==> src/rtl/capture_readout_ctrl.sv <==
// Capture sequencer around the logic analyzer core: arms the core, waits for
// trigger/completion, then streams the circular buffer out oldest-sample-first.
module capture_readout_ctrl #(
  parameter int DATA_WIDTH = 8,
  parameter int ADDR_WIDTH = 11,
  parameter int PRE_TRIG   = 1024
) (
  input  logic                  clk,
  input  logic                  rst_n,
  input  logic                  arm,
  input  logic                  abort,
  output logic                  core_clear_n,
  output logic                  trigger_enable,
  input  logic                  triggered,
  input  logic                  capture_done,
  input  logic [ADDR_WIDTH-1:0] trigger_index,
  output logic                  rd_en,
  output logic [ADDR_WIDTH-1:0] rd_addr,
  input  logic [DATA_WIDTH-1:0] rd_data,
  output logic                  m_valid,
  input  logic                  m_ready,
  output logic [DATA_WIDTH-1:0] m_data,
  output logic                  m_last,
  output logic                  busy,
  output logic [2:0]            state_o,
  output logic                  done_pulse
);

  localparam logic [ADDR_WIDTH:0]   N_CNT   = {1'b1, {ADDR_WIDTH{1'b0}}};
  localparam logic [ADDR_WIDTH-1:0] PRE_OFS = ADDR_WIDTH'(PRE_TRIG);

  typedef enum logic [2:0] {
    S_IDLE      = 3'd0,
    S_CLEAR     = 3'd1,
    S_WAIT_TRIG = 3'd2,
    S_WAIT_DONE = 3'd3,
    S_READ      = 3'd4,
    S_DRAIN     = 3'd5
  } state_t;

  typedef struct packed {
    logic                  last;
    logic [DATA_WIDTH-1:0] data;
  } entry_t;

  state_t                state, state_nxt;
  logic [ADDR_WIDTH:0]   rcnt;
  logic [ADDR_WIDTH-1:0] start_addr;
  entry_t [1:0]          fifo;
  logic                  wr_ptr, rd_ptr;
  logic [1:0]            count;
  logic                  inflight, inflight_last;
  logic                  pop, latch_start, flush;
  logic [1:0]            occ_eff;

  assign busy           = (state != S_IDLE);
  assign state_o        = state;
  assign core_clear_n   = (state != S_CLEAR);
  assign trigger_enable = (state == S_WAIT_TRIG) || (state == S_WAIT_DONE);

  assign m_valid    = (count != 2'd0);
  assign m_data     = fifo[rd_ptr].data;
  assign m_last     = m_valid & fifo[rd_ptr].last;
  assign pop        = m_valid & m_ready;
  assign done_pulse = (state == S_DRAIN) & pop & m_last & ~abort;

  // A pop in this cycle frees a slot for the read issued in this cycle.
  assign occ_eff = count + {1'b0, inflight} - {1'b0, pop};
  assign rd_en   = (state == S_READ) && !abort && (rcnt < N_CNT) && (occ_eff < 2'd2);
  assign rd_addr = start_addr + rcnt[ADDR_WIDTH-1:0];

  always_comb begin
    state_nxt   = state;
    latch_start = 1'b0;
    flush       = 1'b0;
    case (state)
      S_IDLE:      if (arm) state_nxt = S_CLEAR;
      S_CLEAR:     state_nxt = S_WAIT_TRIG;
      S_WAIT_TRIG: begin
        if (triggered && capture_done) begin
          state_nxt   = S_READ;
          latch_start = 1'b1;
        end else if (triggered) begin
          state_nxt = S_WAIT_DONE;
        end
      end
      S_WAIT_DONE: begin
        if (capture_done) begin
          state_nxt   = S_READ;
          latch_start = 1'b1;
        end
      end
      S_READ:      if (rd_en && (rcnt == N_CNT - 1'b1)) state_nxt = S_DRAIN;
      S_DRAIN:     if (pop && m_last) state_nxt = S_IDLE;
      default:     state_nxt = S_IDLE;
    endcase
    if (state != S_IDLE && abort) begin
      state_nxt   = S_IDLE;
      latch_start = 1'b0;
      flush       = 1'b1;
    end
  end

  always_ff @(posedge clk or negedge rst_n) begin
    if (!rst_n) state <= S_IDLE;
    else        state <= state_nxt;
  end

  always_ff @(posedge clk or negedge rst_n) begin
    if (!rst_n) begin
      start_addr <= '0;
      rcnt       <= '0;
    end else if (latch_start) begin
      start_addr <= trigger_index - PRE_OFS;
      rcnt       <= '0;
    end else if (rd_en) begin
      rcnt <= rcnt + 1'b1;
    end
  end

  // Single outstanding read; its last tag rides along into the FIFO.
  always_ff @(posedge clk or negedge rst_n) begin
    if (!rst_n) begin
      inflight      <= 1'b0;
      inflight_last <= 1'b0;
    end else begin
      inflight      <= rd_en;
      inflight_last <= (rcnt == N_CNT - 1'b1);
    end
  end

  always_ff @(posedge clk or negedge rst_n) begin
    if (!rst_n) begin
      fifo   <= '0;
      wr_ptr <= 1'b0;
      rd_ptr <= 1'b0;
      count  <= 2'd0;
    end else if (flush) begin
      wr_ptr <= 1'b0;
      rd_ptr <= 1'b0;
      count  <= 2'd0;
    end else begin
      if (inflight) begin
        fifo[wr_ptr] <= '{last: inflight_last, data: rd_data};
        wr_ptr       <= ~wr_ptr;
      end
      if (pop) rd_ptr <= ~rd_ptr;
      count <= count + {1'b0, inflight} - {1'b0, pop};
    end
  end

endmodule

==> config.mk <==
export PLATFORM = sky130hd
export DESIGN_NAME = capture_readout_ctrl
export DESIGN_NICKNAME = d
export VERILOG_FILES = /design/src/rtl/capture_readout_ctrl.sv
export SDC_FILE = /design/constraint.sdc
export NUM_CORES = 1
export LEC_CHECK = 0
export ABC_AREA = 0
export BUFFER_PORTS_ARGS = -buffer_cell sky130_fd_sc_hd__buf_2
export CORE_ASPECT_RATIO = 0.8
export CORE_MARGIN = 4
export CORE_UTILIZATION = 45
export CTS_CLUSTER_SIZE = 30
export DETAILED_ROUTE_END_ITERATION = 7
export PLACE_DENSITY = 0.65
export SLEW_MARGIN = 20
export SYNTH_ARGS = -nofsm -noshare
export SYNTH_HDL_FRONTEND = slang
export SYNTH_SLANG_ARGS = --single-unit
==> constraint.sdc <==
create_clock -name clk -period 5.1 [get_ports clk]
set_input_delay 0 -clock clk [delete_from_list [all_inputs] [get_ports clk]]
set_output_delay 0 -clock clk [all_outputs]
set_load 0.01 [all_outputs]
==> metrics.md, run 1 <==
| Metric | Value |
|---|---|
| # diodes | 0 |
| Crit path launch type | register |
| Initial core utilization | around 47% |
| Largest net degree at the start of global routing | 51 |
| Max transition margin | 58.3% |
| Post-route clock period utilization | 54.3% |
| Total Neg Setup Slack | 0 ns |
| Worst setup EP type | output pin |
| Initial drt markers | 70 |
| CP peak stage delay | around 0.45 ns |
| RSZ-0062 raised after global routing | no |
| Synthesized flop and latch total | 50 |
| Initial DRT Pass Iterations | 4 |
| Asr flop ratio synth | 100% |
| Hpwl dp | 4000 µm |
| Worst slew pin tran | 0.626 ns |
| P per Cell Area | 434 mW/mm² |
| Area of the multi-input gates | 0.00152 mm² |
| Kind of critical path | reg -> out |
| Vias in the first global route | between 2000 and 2500 |
| Layout Skew | 0.0109 ns |
| Drt wl/cell | 13.7 µm |
| Tot GR Track Use | 15.5% |
| Seq. cell area | 0.00125 mm² |
| Syn Area/Cell | 11.4 µm² |
| Syn Inst Count | about 250 |
| Detailed Route WL | 5590 µm |
| Post-cts sizing count | 0 |
| Root buffer cell | clkbuf_8 |
| Io pins | 55 |
| Std cell rows | 25 |
| Gpl congestion | 0.814 |
| Crit-path cells | ha_1, fa_1, a211oi_1, o21ai_0, a311o_1, a21oi_1, xnor2_1, buf_2 |
| Port buffer count | 54 |
| Synth cell types | between 40 and 50 |
| WP data arrival | 2.77 ns |
| Post-synth top flop | dfrtp_1 |
| Leakage power | 0.00176 µW |
| Post-Syn Area | roughly 0.0028 mm² |
| TritonCTS clock tree | built |
| EDFF count, synth | 0 |
| Vias | 2090 |
| Min cycle time layout | 2.77 ns |
| Synthesis Warnings | 0 |
| Post-route ant nets | 0 |
| Hold Crit Class | in -> reg |
| Final hold vios | 0 |
| Setup Viol. Count Final | 0 |
| Area growth syn-to-layout | 23.8% |
| Share of the synthesized area in the top cell type | 44.4% |
| Clock Path Buffers | 2 |
| Synth top area cells | dfrtp_1, mux2_2, ha_1 |
| Number of post-CTS setup repair buffers | 0 |
| Grt ovf | 0 |
| First-pass GRT wire length | about 9400 µm |
| Buffers and inverters on the worst path | 1 |
| Placed insts | 379 |
| Worst endpoint required time | 5.10 ns |
| Critical path fanouts, max | 4 |
| Clock latency on the worst-skew pair | about 0.30 ns |
| Num CTS Buffers | 5 |
| CORE AREA | 0.00597 mm² |
| Initial antenna violation count | 0 |
| Final Max Tran Viols | 0 |
| H-tree level count | 2 |
| CP max-delay cell | fa_1 |
| Delay-heaviest family, CP | compound AO/OA/AOI/OAI gates |
| Via density | between 5 and 6 |
| Cell taking the most area after synthesis | dfrtp_1 |
| Die Wd | just under 100 µm |
| Die height | 78.8 µm |
| Outcome | finished, final reports clean |
| Nets | 365 |
| Non-filler cells, final | 407 |
| Layout cells sized above 1 | roughly a third |
| Seq/Total Area, Yosys | between 40% and 50% |
| Most common cell after layout, fill and taps aside | buf_2 |
| DRC | 0 |
| Die area | 0.00760 mm² |
| Max Clk Rate | around 0.36 GHz |
| Worst-path clk slew | 0.09 ns |
| Maxcap violations | 0 |
| Fill cells | 530 |
| Most frequent cells in the layout | buf_2, dfrtp_1, nor2_1 |
| Syn nets | between 200 and 300 |
| Peak VDD IR | 0.000164 V |
| Clk sinks | 50 |
==> cells in the mapped netlist (2+ instances only) <==
library cell / number
a211oi_1: 4
a21o_1: 2
a21oi_1: 14
a31oi_1: 2
and2_1: 3
and3_1: 4
buf_2: 4
dfrtp_1: 50
ha_1: 13
inv_1: 7
mux2_1: 2
mux2_2: 27
mux2_4: 9
mux2i_1: 2
nand2_1: 6
nand2b_1: 4
nand3_1: 7
nand4_1: 2
nor2_1: 29
nor2b_1: 5
nor3_1: 2
o21ai_0: 10
xnor2_1: 7
xor2_1: 12
==> kinds of logic after synthesis <==
family	count (synthesis)	share of synthesized area [%]
simple gates	72	14.3
fa+ha+maj	14	6.49
flops	50	44.4
buf+inv	12	2.04
xor+xnor	20	6.75
mux	40	17.1
compound gates	39	8.84
==> worst paths after layout <==
| kind | end | cells after the start | slack (ns) | start |
|---|---|---|---|---|
| setup / recovery | rd_addr[10] | 8 | 2.33 | rcnt[0] |
| hold / removal | rd_ptr | 4 | 0.14 | m_ready |
| max in group asynchronous | rcnt[10] | 3 | 4.35 | rst_n |
| hold reg to reg | fifo[15] | 1 | 0.51 | fifo[15] |
| setup reg to reg | state_o[0] | 9 | 2.41 | count[1] |
| min in group asynchronous | start_addr[7] | 3 | 0.32 | rst_n |
==> what timing repair did <==
action,4_1_cts,5_1_grt
endpoints found under the setup margin,0,0
hold buffers,20,0
hold endpoints to repair,77,0
==> state kept, by name (all words and copies together) (netlist names) <==
register	count
rcnt	12
rd_ptr	1
wr_ptr	1
inflight_last	1
fifo	18
state_o	3
count	2
start_addr	11
inflight	1
==> worst reg2reg max path, stage by stage (launching register included) <==
cell and delay (ns):
dfrtp_1 0.40, o21ai_0 0.32, inv_1 0.08, ha_1 0.27, inv_1 0.06, ha_1 0.14
xor3_1 0.32, nor4_1 0.40, a2bb2oi_2 0.25, mux2_1 0.34
==> through the flow <==
stage / total power [µW] / hold WS (ns) / util (%) / worst slack, ns / instance area [µm²]
after floorplan: 1060 / -0.296 / - / 2.60 / 2820
after global placement: 1250 / 0.151 / 53.2 / 2.51 / 3180
after detailed placement: 1260 / 0.151 / 53.2 / 2.38 / 3180
after CTS: 1530 / 0.143 / 58.3 / 2.32 / 3490
after global routing: 1630 / 0.155 / 58.3 / 2.19 / 3490
final: 1510 / 0.142 / 58.3 / 2.33 / 3490
==> area by class of cell <==
cell class / instances / area share, %
Multi-Input combinational cell: 185 / 43.5
Timing Repair Buffer: 76 / 13.9
Inverter: 7 / 0.754
Clock buffer: 7 / 2.76
Clock inverter: 1 / 0.251
Tap cell: 81 / 2.91
Sequential cell: 50 / 35.9
==> power by group <==
| group | switching (µW) | internal [µW] |
|---|---|---|
| Combinational | 303 | 355 |
| Clock | 131 | 125 |
| Sequential | 97.9 | 503 |
==> routing by layer <==
layer  global-route usage, %  up-vias  share of wire, %
li1                        -     1040                 -
met1                    23.3     1003                51
met2                    22.7       43                44
met3                    3.69        4               4.5
met4                    3.36        0              0.48
met5                       0        -                 0
Power figures use the tool's default switching activity.
==> run 2: changes to the inputs <==
==> constraint.sdc (replaced) <==
create_clock -name clk -period 2.9 [get_ports clk]
set_input_delay 0 -clock clk [delete_from_list [all_inputs] [get_ports clk]]
set_output_delay 0 -clock clk [all_outputs]
set_load 0.01 [all_outputs]
==> run 2 against run 1 <==
Compared with the run above: sequential cell count unchanged; wire length shrank 0.59%; clock-buffer cell count down 2; power grew 74%; sequential power rose by 73%; clock skew rose by 0.0031 ns; sequential share of layout area grew 0.052 points; register-to-register slack worse by 2.1 ns; first-iteration DRC count decreased by 33%; setup slack lost 2.2 ns; global-route usage is essentially flat; highest routed layer unchanged.
==> metrics.md, run 2 (synthesis results as in run 1) <==
| Metric | Value |
|---|---|
| Outcome | finished, final reports clean |
| Die Wd | 96.5 µm |
| Largest register FFs | 18 |
| Die height | 78.8 µm |
| Worst slew pin tran | 0.828 ns |
| Drt wl/cell | 13.6 µm |
| Crit path launch type | register |
| Min cycle time layout | about 2.8 ns |
| Worst setup EP type | output pin |
| Port buffer count | 54 |
| Most common cell after layout, fill and taps aside | buf_2 |
| Layout Skew | ~0.014 ns |
| Cells on worst reg2reg path | 9 |
| Die area | 0.00760 mm² |
| Initial drt markers | 47 |
| Int Power | 1690 µW |
| Initial core utilization | 47.1% |
| Non-filler cells, final | 408 |
| Placed insts | 380 |
| WP data arrival | 2.75 ns |
| Leakage power | 0.00175 µW |
| Hold Crit Class | in -> reg |
| Sequential share of power | between 30% and 40% |
| Gpl congestion | 0.804 |
| Reg-to-reg startpoint | count[1] |
| Post-route ant nets | 0 |
| Num CTS Buffers | 5 |
| Critical path fanouts, max | 4 |
| Total Neg Setup Slack | 0 ns |
| Area growth syn-to-layout | 23.6% |
| Most frequent cells in the layout | buf_2, dfrtp_1, nor2_1 |
| Clock Path Buffers | 2 |
| Detailed Route WL | approximately 5600 µm |
| Std cell rows | 25 |
| Layout cells sized above 1 | 33.3% |
| Net Sw Power | 938 µW |
| Register-to-register setup slack | 0.33 ns |
| Post-route clock period utilization | a little over nine tenths |
| Largest net degree at the start of global routing | 38 |
| Nets | 366 |
| HP Start | m_ready |
| Setup Viol. Count Final | 0 |
| Sw frac | 35.7% |
| Max transition margin | 44.8% |
| Largest regs | fifo x18, rcnt x12, start_addr x11 |
| Io pins | 55 |
| DRC | 0 |
| Maxcap violations | 0 |
| Hpwl dp | approximately 4100 µm |
| Terminus of the critical flop-to-flop path | state_o[0] |
| # diodes | 0 |
| Initial antenna violation count | 0 |
| P per Cell Area | 755 mW/mm² |
| Kind of critical path | reg -> out |
| TritonCTS clock tree | built |
| CORE AREA | around 0.0060 mm² |
| Clk network pwr share | 15.4% |
| Clock latency on the worst-skew pair | 0.30 ns |
| WHS | between 0.1 and 0.15 ns |
| Tot GR Track Use | 15.5% |
| Vias | between 2000 and 2500 |
| Comb power frac | between 40% and 50% |
| Grt ovf | 0 |
| Endpoint, Worst Hold | rd_ptr |
| First-pass GRT wire length | around 9400 µm |
| H-tree level count | 2 |
| Final Max Tran Viols | 0 |
| Via density | 5.04 |
| Worst-path clk slew | about 0.10 ns |
| Vias in the first global route | 2015 |
| Peak VDD IR | 0.000282 V |
| Largest reg by FF count | fifo |
| Min-Delay Path Depth | 4 |
| Clk sinks | 50 |
| RSZ-0062 raised after global routing | no |
| Worst endpoint required time | between 2 and 3 ns |
| Initial DRT Pass Iterations | 4 |
| Final hold vios | 0 |
| Max Clk Rate | about 0.36 GHz |
| Root buffer cell | clkbuf_8 |
==> run 2: cell types whose count changed in the layout (fill, tap and decap cells not counted), sizes merged <==
cell,before,now
buf,56,57
clkbuf,7,5
clkinv,1,0
inv,7,8
clkinvlp,0,2
==> run 2: repair_timing <==
item | CTS | global route
endpoints found under the hold margin | 63 | 0
gates resized for setup | 0 | 1
setup buffers | 0 | 0
hold buffers | 20 | 0
setup endpoints to repair | 0 | 1
==> run 2: cell type report <==
class                           count  area (µm²)
Inverter                            7        26.3
Sequential cell                    50        1250
Fill cell                         532        2490
Multi-Input combinational cell    185        1520
Timing Repair Buffer               77         493
Tap cell                           81         101
Clock buffer                        5        68.8
Clock inverter                      3        23.8
==> run 2: worst max-delay path by stage <==
stage / startpoint / to / slack [ns] / depth (start not counted)
after floorplan: count[1] / state_o[0] / 0.40 / 9
final: rcnt[0] / rd_addr[10] / 0.15 / 8
after detailed placement: count[1] / state_o[0] / 0.20 / 9
after global placement: count[1] / state_o[2] / 0.30 / 9
after global routing: rcnt[0] / rd_addr[10] / 0.01 / 8
after CTS: rcnt[0] / rd_addr[10] / 0.14 / 8
==> run 2: worst max-delay path, stage by stage, from the launching register on <==
cell      delay, ns
dfrtp_1        0.44
ha_1           0.26
fa_1           0.43
a211oi_1       0.33
o21ai_0        0.17
a311o_1        0.35
a21oi_1        0.19
xnor2_1        0.13
buf_2          0.15
==> run 2: per-stage QoR <==
stage / util, % / setup WS (ns) / area (µm²) / power (µW)
floorplan: - / 0.400 / 2820 / 1870
global placement: 53.4 / 0.300 / 3190 / 2210
detailed placement: 53.4 / 0.197 / 3190 / 2230
CTS: 58.3 / 0.137 / 3480 / 2670
global route: 58.3 / 0.0131 / 3480 / 2830
finish: 58.3 / 0.148 / 3480 / 2630
==> run 2: power groups by stage <==
stage	registers [µW]	clock network [µW]	logic (µW)
final	1040	406	1180
after global routing	1070	453	1310
after CTS	1040	426	1200
after detailed placement	1060	0	1170
after global placement	1050	0	1160
after floorplan	1000	0	865
==> run 2: routing by layer <==
layer  vias up  global-route usage [%]  part of all wire (%)
met2        38                    24.0                    45
met5         -                       0                     0
met4         0                    3.36                  0.86
met1       972                    22.4                    50
li1       1044                       -                     -
met3         4                    3.41                   4.7
